**src/rtl/tx_anc_sync_gen.sv**
```systemverilog
// ANC transmit burst generator: sync/acknowledge handshake on GPIO, guard gap, then AXI-S DDS phase stream.
// Optional TX_ANC_GPIO_SYNC_FF_EN adds a two-flop synchronizer ahead of the GPIO input register.
module tx_anc_sync_gen #(
  parameter int unsigned                PHASE_WIDTH    = 24,
  parameter int unsigned                NSYMB_WIDTH    = 16,
  parameter int unsigned                NSYMB          = 512,
  parameter int unsigned                NSIG           = 16384,
  parameter logic [PHASE_WIDTH-1:0]     START_PH       = '0,
  parameter logic [PHASE_WIDTH-1:0]     START_PH_INC   = PHASE_WIDTH'(4096),
  parameter logic [PHASE_WIDTH-1:0]     DPH_INC        = PHASE_WIDTH'(16384),
  parameter int unsigned                SYNC_SIG_N     = 8192,
  parameter int unsigned                GPIO_REG_WIDTH = 12,
  parameter logic [GPIO_REG_WIDTH-1:0]  SYNC_OUT_MASK  = GPIO_REG_WIDTH'(12'h004),
  parameter logic [GPIO_REG_WIDTH-1:0]  ACK_IN_MASK    = GPIO_REG_WIDTH'(12'h001)
) (
  input  logic                      clk,
  input  logic                      reset,
  input  logic                      start,
  output logic                      busy,
  output logic                      done,
  output logic                      sync_err,
  input  logic [GPIO_REG_WIDTH-1:0] gpio_in,
  output logic [GPIO_REG_WIDTH-1:0] gpio_out,
  output logic [GPIO_REG_WIDTH-1:0] gpio_ddr,
  output logic [PHASE_WIDTH-1:0]    phase_tdata,
  output logic                      phase_tvalid,
  input  logic                      phase_tready,
  output logic                      phase_tlast,
  output logic [1:0]                tx_state,
  output logic [NSYMB_WIDTH-1:0]    symb_idx
);

  localparam int unsigned CW = $clog2(SYNC_SIG_N + 1);
  localparam logic [CW-1:0]          CNT_LAST  = CW'(SYNC_SIG_N);
  localparam logic [PHASE_WIDTH-1:0] NSIG_LAST = PHASE_WIDTH'(NSIG);
  localparam logic [NSYMB_WIDTH-1:0] SYMB_LAST = NSYMB_WIDTH'(NSYMB - 1);
  localparam logic                   TLAST_AT_FIRST = (NSIG == 1);

  typedef enum logic [1:0] {
    IDLE   = 2'b00,
    SYNC   = 2'b01,
    GUARD  = 2'b10,
    STREAM = 2'b11
  } state_t;

  state_t                    state, state_nxt;
  logic [CW-1:0]             cnt, cnt_nxt;
  logic                      ack_seen, ack_seen_nxt;
  logic [PHASE_WIDTH-1:0]    samp_cnt, samp_cnt_nxt, samp_inc;
  logic [PHASE_WIDTH-1:0]    ph_inc, ph_inc_nxt;
  logic [PHASE_WIDTH-1:0]    tdata_nxt;
  logic                      tvalid_nxt, tlast_nxt;
  logic [NSYMB_WIDTH-1:0]    symb_nxt;
  logic                      busy_nxt, done_nxt, sync_err_nxt;
  logic [GPIO_REG_WIDTH-1:0] gpio_out_nxt;
  logic [GPIO_REG_WIDTH-1:0] gpio_in_q;
  logic                      ack_now;

  assign gpio_ddr = SYNC_OUT_MASK;
  assign tx_state = state;

`ifdef TX_ANC_GPIO_SYNC_FF_EN
  logic [GPIO_REG_WIDTH-1:0] gpio_meta, gpio_sync;
  always_ff @(posedge clk or negedge reset) begin
    if (!reset) begin
      gpio_meta <= '0;
      gpio_sync <= '0;
      gpio_in_q <= '0;
    end else begin
      gpio_meta <= gpio_in;
      gpio_sync <= gpio_meta;
      gpio_in_q <= gpio_sync;
    end
  end
`else
  always_ff @(posedge clk or negedge reset) begin
    if (!reset) gpio_in_q <= '0;
    else        gpio_in_q <= gpio_in;
  end
`endif

  assign ack_now  = |(gpio_in_q & ACK_IN_MASK);
  assign samp_inc = samp_cnt + PHASE_WIDTH'(1);

  always_ff @(posedge clk or negedge reset) begin
    if (!reset) begin
      state        <= IDLE;
      cnt          <= '0;
      ack_seen     <= 1'b0;
      samp_cnt     <= '0;
      ph_inc       <= START_PH_INC;
      phase_tdata  <= START_PH;
      phase_tvalid <= 1'b0;
      phase_tlast  <= 1'b0;
      symb_idx     <= '0;
      busy         <= 1'b0;
      done         <= 1'b0;
      sync_err     <= 1'b0;
      gpio_out     <= '0;
    end else begin
      state        <= state_nxt;
      cnt          <= cnt_nxt;
      ack_seen     <= ack_seen_nxt;
      samp_cnt     <= samp_cnt_nxt;
      ph_inc       <= ph_inc_nxt;
      phase_tdata  <= tdata_nxt;
      phase_tvalid <= tvalid_nxt;
      phase_tlast  <= tlast_nxt;
      symb_idx     <= symb_nxt;
      busy         <= busy_nxt;
      done         <= done_nxt;
      sync_err     <= sync_err_nxt;
      gpio_out     <= gpio_out_nxt;
    end
  end

  // Every output is registered, so each transition also loads the value the next state presents.
  always_comb begin
    state_nxt    = state;
    cnt_nxt      = cnt;
    ack_seen_nxt = ack_seen;
    samp_cnt_nxt = samp_cnt;
    ph_inc_nxt   = ph_inc;
    tdata_nxt    = phase_tdata;
    tvalid_nxt   = phase_tvalid;
    tlast_nxt    = phase_tlast;
    symb_nxt     = symb_idx;
    done_nxt     = 1'b0;
    sync_err_nxt = sync_err;
    gpio_out_nxt = gpio_out;

    unique case (state)
      IDLE: begin
        if (start) begin
          state_nxt    = SYNC;
          sync_err_nxt = 1'b0;
          cnt_nxt      = CW'(1);
          ack_seen_nxt = 1'b0;
          gpio_out_nxt = SYNC_OUT_MASK;
        end
      end
      SYNC: begin
        if (ack_now) ack_seen_nxt = 1'b1;
        if (cnt == CNT_LAST) begin
          gpio_out_nxt = '0;
          if (ack_seen || ack_now) begin
            state_nxt = GUARD;
            cnt_nxt   = CW'(1);
          end else begin
            state_nxt    = IDLE;
            sync_err_nxt = 1'b1;
          end
        end else begin
          cnt_nxt = cnt + CW'(1);
        end
      end
      GUARD: begin
        if (cnt == CNT_LAST) begin
          state_nxt    = STREAM;
          tdata_nxt    = START_PH;
          ph_inc_nxt   = START_PH_INC;
          samp_cnt_nxt = PHASE_WIDTH'(1);
          symb_nxt     = '0;
          tvalid_nxt   = 1'b1;
          tlast_nxt    = TLAST_AT_FIRST;
        end else begin
          cnt_nxt = cnt + CW'(1);
        end
      end
      STREAM: begin
        if (phase_tvalid && phase_tready) begin
          if (!phase_tlast) begin
            tdata_nxt    = phase_tdata + ph_inc;
            samp_cnt_nxt = samp_inc;
            tlast_nxt    = (samp_inc == NSIG_LAST);
          end else if (symb_idx != SYMB_LAST) begin
            tdata_nxt    = START_PH;
            ph_inc_nxt   = ph_inc + DPH_INC;
            symb_nxt     = symb_idx + NSYMB_WIDTH'(1);
            samp_cnt_nxt = PHASE_WIDTH'(1);
            tlast_nxt    = TLAST_AT_FIRST;
          end else begin
            state_nxt    = IDLE;
            done_nxt     = 1'b1;
            tvalid_nxt   = 1'b0;
            tlast_nxt    = 1'b0;
            tdata_nxt    = START_PH;
            ph_inc_nxt   = START_PH_INC;
            symb_nxt     = '0;
            samp_cnt_nxt = '0;
          end
        end
      end
      default: state_nxt = IDLE;
    endcase

    busy_nxt = (state_nxt != IDLE);
  end

endmodule

```
**config.mk**
```make
export PLATFORM = sky130hd
export DESIGN_NAME = tx_anc_sync_gen
export DESIGN_NICKNAME = d
export VERILOG_FILES = /design/src/rtl/tx_anc_sync_gen.sv
export SDC_FILE = /design/constraint.sdc
export NUM_CORES = 1
export LEC_CHECK = 0
export CAP_MARGIN = 40
export CORE_ASPECT_RATIO = 2
export CORE_UTILIZATION = 39
export CTS_CLUSTER_DIAMETER = 80
export CTS_CLUSTER_SIZE = 16
export DETAILED_ROUTE_END_ITERATION = 7
export DONT_BUFFER_PORTS = 1
export PLACE_DENSITY = 0.51
export SYNTH_ARGS = -nofsm -noshare
export SYNTH_HDL_FRONTEND = slang
export SYNTH_SLANG_ARGS = --single-unit
export TNS_END_PERCENT = 30
```
**constraint.sdc**
```tcl
create_clock -name clk -period 2.9 [get_ports clk]
set_input_delay 0.29 -clock clk [delete_from_list [all_inputs] [get_ports clk]]
set_output_delay 0.29 -clock clk [all_outputs]
set_load 0.01 [all_outputs]
```
==> run_results.csv <==
group,metric,value,unit
synth,async_flop_share,1.00,
placement,dp.cells,864,
global_routing,busiest_layer,"met2",
timing,min_period,2.55,ns
timing,period_share,0.880,
global_routing,antenna_found_initial,0,
global_routing,grt_usage,0.194,
global_routing,grt_max_degree,100,
clocking,cts_tree,"done",
power,finalPower,2.81,mW
global_routing,grt_use_met2,0.370,
synth,dominantRegCellSynth,"dfrtp_1",
critical_path,critPathCaptureType,"register",
timing,relSlewSlack,0.600,
synth,synth_top_cells_by_area,"dfrtp_1 (41%), o21ai_0 (7.7%), nand2_1 (5.2%), ha_1 (4.4%), o31ai_1 (3.4%)",
power,ir_drop,0.273,mV
finish,utilization,0.433,
timing,maxSlewViolCount,0,
finish,fin_area,6490,µm²
global_routing,use_met3,0.0364,
drt,vias,4958,
placement,gp_congestion,0.863,
drt,wirelength,14.8,mm
drt,drt_iter0_drc,205,
power,pwr_density_cell,433,nW/µm²
critical_path,cp.arrival,2.79,ns
drt,dr.pass1.iters,7,
critical_path,path_class,"reg2reg",
timing,hold-worst-slack,0.150,ns
clocking,numCtsBuffers,9,
timing,fin_setup_tns,0,ns
synth,synth-seq-cells,99,
timing,grt_setup_unrepaired,"no",
synth,yosys_warnings,0,
timing,tightest_slew,0.593,ns
finish,drive_above_1_share,0.0741,
floorplanning,dieArea,16000,µm²
clocking,path_clk_slew,0.07,ns
floorplanning,initial_core_util,0.402,
timing,hold_violations,0,
global_routing,grt.overflow.total,0,
timing,max_freq,392,MHz
power,leakagePower,2.83,nW
critical_path,cp_max_fo,9,
synth,synth_common_cells,"dfrtp_1 (98), o21ai_0 (93), nand2_1 (84), nor2_1 (50), clkbuf_1 (28)",
clocking,clk_latency,0.35,ns
finish,nNetsFinal,720,
timing,skew,0.00979,ns
run_status,outcome,"finished, final reports clean",
placement,placed_cell_area,6100,µm²
synth,synth.avg_cell_area,8.64,µm²
global_routing,grtUsageMet1,0.208,
critical_path,start_kind,"register",
synth,synth-edff-count,0,
finish,finalNonFillerCells,883,
timing,fin_ws,0.349,ns
critical_path,required,3.14,ns
synth,synth_cell_types,61,
synth,yosysTopAreaCell,"dfrtp_1",
placement,hpwl,10.6,mm
global_routing,grt_pass1_vias,4902,
finish,diodes,0,
floorplanning,io_pins,87,
floorplanning,die_h,178,µm
synth,synth_most_common_cell,"dfrtp_1",
global_routing,grt_pass1_wl,24.7,mm
drt,wire_per_inst,16.8,µm
synth,synth_area,6020,µm²
run,drv_cap,0,
clocking,htreeDepth,3,
clocking,root_buffer,"clkbuf_16",
synth,synth_top_area_frac,0.408,
drt,ant_nets,0,
worst_hold_path,hold_path.class,"in2reg",
placement,pre_cts_slack,0.356,ns
floorplanning,rows,63,
synth,yosysSeqAreaShare,0.412,
finish,syn2layout_area_growth,7.88,%
placement,io_buffers,0,
floorplanning,core_area,15000,µm²
clocking,clk_path_buf_depth,2,
synth,synth_cells,696,
finish,fillers,1515,
drt,drc,0,
floorplanning,die_w,89.8,µm
clocking,cts_resized,0,
timing,setup_viol,0,
clocking,cts.sink_count,99,
drt,routed_via_density,5.61,
[cell type report]
class | count | area [µm²] | area share
multi-input cells | 535 | 3190 | 0.492
flip-flops and latches | 99 | 2480 | 0.382
well taps | 195 | 244 | 0.0376
clock buffers | 10 | 229 | 0.0353
repair buffers | 18 | 160 | 0.0247
clock inverters | 6 | 111 | 0.0172
inverters | 20 | 75.1 | 0.0116
[path summary, 6_finish.rpt]
check | start | endpoint | slack (ns) | depth (start not counted)
setup reg to reg | samp_cnt[0] | phase_tlast | 0.35 | 7
hold / removal | start | gpio_out[2] | 0.15 | 2
max in group asynchronous | reset | ph_inc[12] | 1.95 | 2
min in group asynchronous | reset | samp_cnt[19] | 0.49 | 2
hold reg to reg | cnt[13] | cnt[13] | 0.47 | 1
setup / recovery | samp_cnt[0] | phase_tlast | 0.35 | 7
[cells in the final DEF, fill, tap and decap left out, types with 3 or more instances in the layout]
cell       synthesis  layout
inv_1             20      20
o41ai_1            4       4
nor2_1            50      50
a31oi_1           12      12
buf_4             25      15
nor4_1             7       7
and4_1             5       5
conb_1             2      23
o21ai_1            9       9
xor2_1             3       3
o21ai_0           93      93
a21o_1             3       3
o31ai_1           27      27
mux2i_1            8       8
a41oi_1            3       3
dfrtp_1           98      98
nand2_1           84      84
nand4_1           19      19
nand3_1           26      26
and3_1            22      22
bufinv_16          0       3
nor3_1            12      12
or2_2              4       4
nor2b_1            5       5
ha_1              21      21
and2_1            17      17
xnor2_1           11      11
a21oi_1           24      24
nand2b_1           4       4
clkbuf_16          0       9
o22ai_1            4       4
[registers in the layout (all words and copies together) (netlist names)]
name and cells:
phase_tdata 24, gpio_out 1, samp_cnt 24, sync_err 1, ph_inc 11, busy 1
tx_state 2, ack_seen 1, gpio_in_q 1, cnt 14, phase_tvalid 1, phase_tlast 1
done 1, symb_idx 16
[what timing repair did]
item	4_1_cts	5_1_grt
hold buffers	3	0
setup buffers	0	0
endpoints found under the hold margin	100	0
[critical path, stage by stage (launching register included)]
cell and delay, ns:
dfrtp_1 0.47, ha_1 0.34, nand4_4 0.20, or3_1 0.54, o31a_1 0.33, nor4_2 0.14, nand4_1 0.14, o31ai_2 0.26
[cells by family (layout without fill, tap and decap cells)]
family | Yosys count | count (layout) | synth area share
adder cells (fa/ha/maj) | 21 | 21 | 0.0437
XOR/XNOR | 14 | 14 | 0.0204
other | 2 | 23 | 0.00125
flip-flops | 99 | 99 | 0.412
AO/OA/AOI/OAI | 198 | 198 | 0.199
multiplexers | 9 | 9 | 0.0152
AND/OR/NAND/NOR | 270 | 270 | 0.238
buffers and inverters | 83 | 54 | 0.0705
[layer usage]
metal  wire length, µm  up-vias  share of wire
li1                  -     2443              -
met1              5790     2393           0.39
met2              8210       98           0.55
met3               532       24          0.036
met4               303        0          0.020
met5                 0        -              0
[where the power goes]
group / internal, mW / leakage (nW) / switching, mW
registers: 1.38 / 1.34 / 0.000343
logic: 0.00637 / 1.33 / 0.0430
clock network: 0.845 / 0.163 / 0.536
Note: power is estimated with default switching activity, not from simulation.
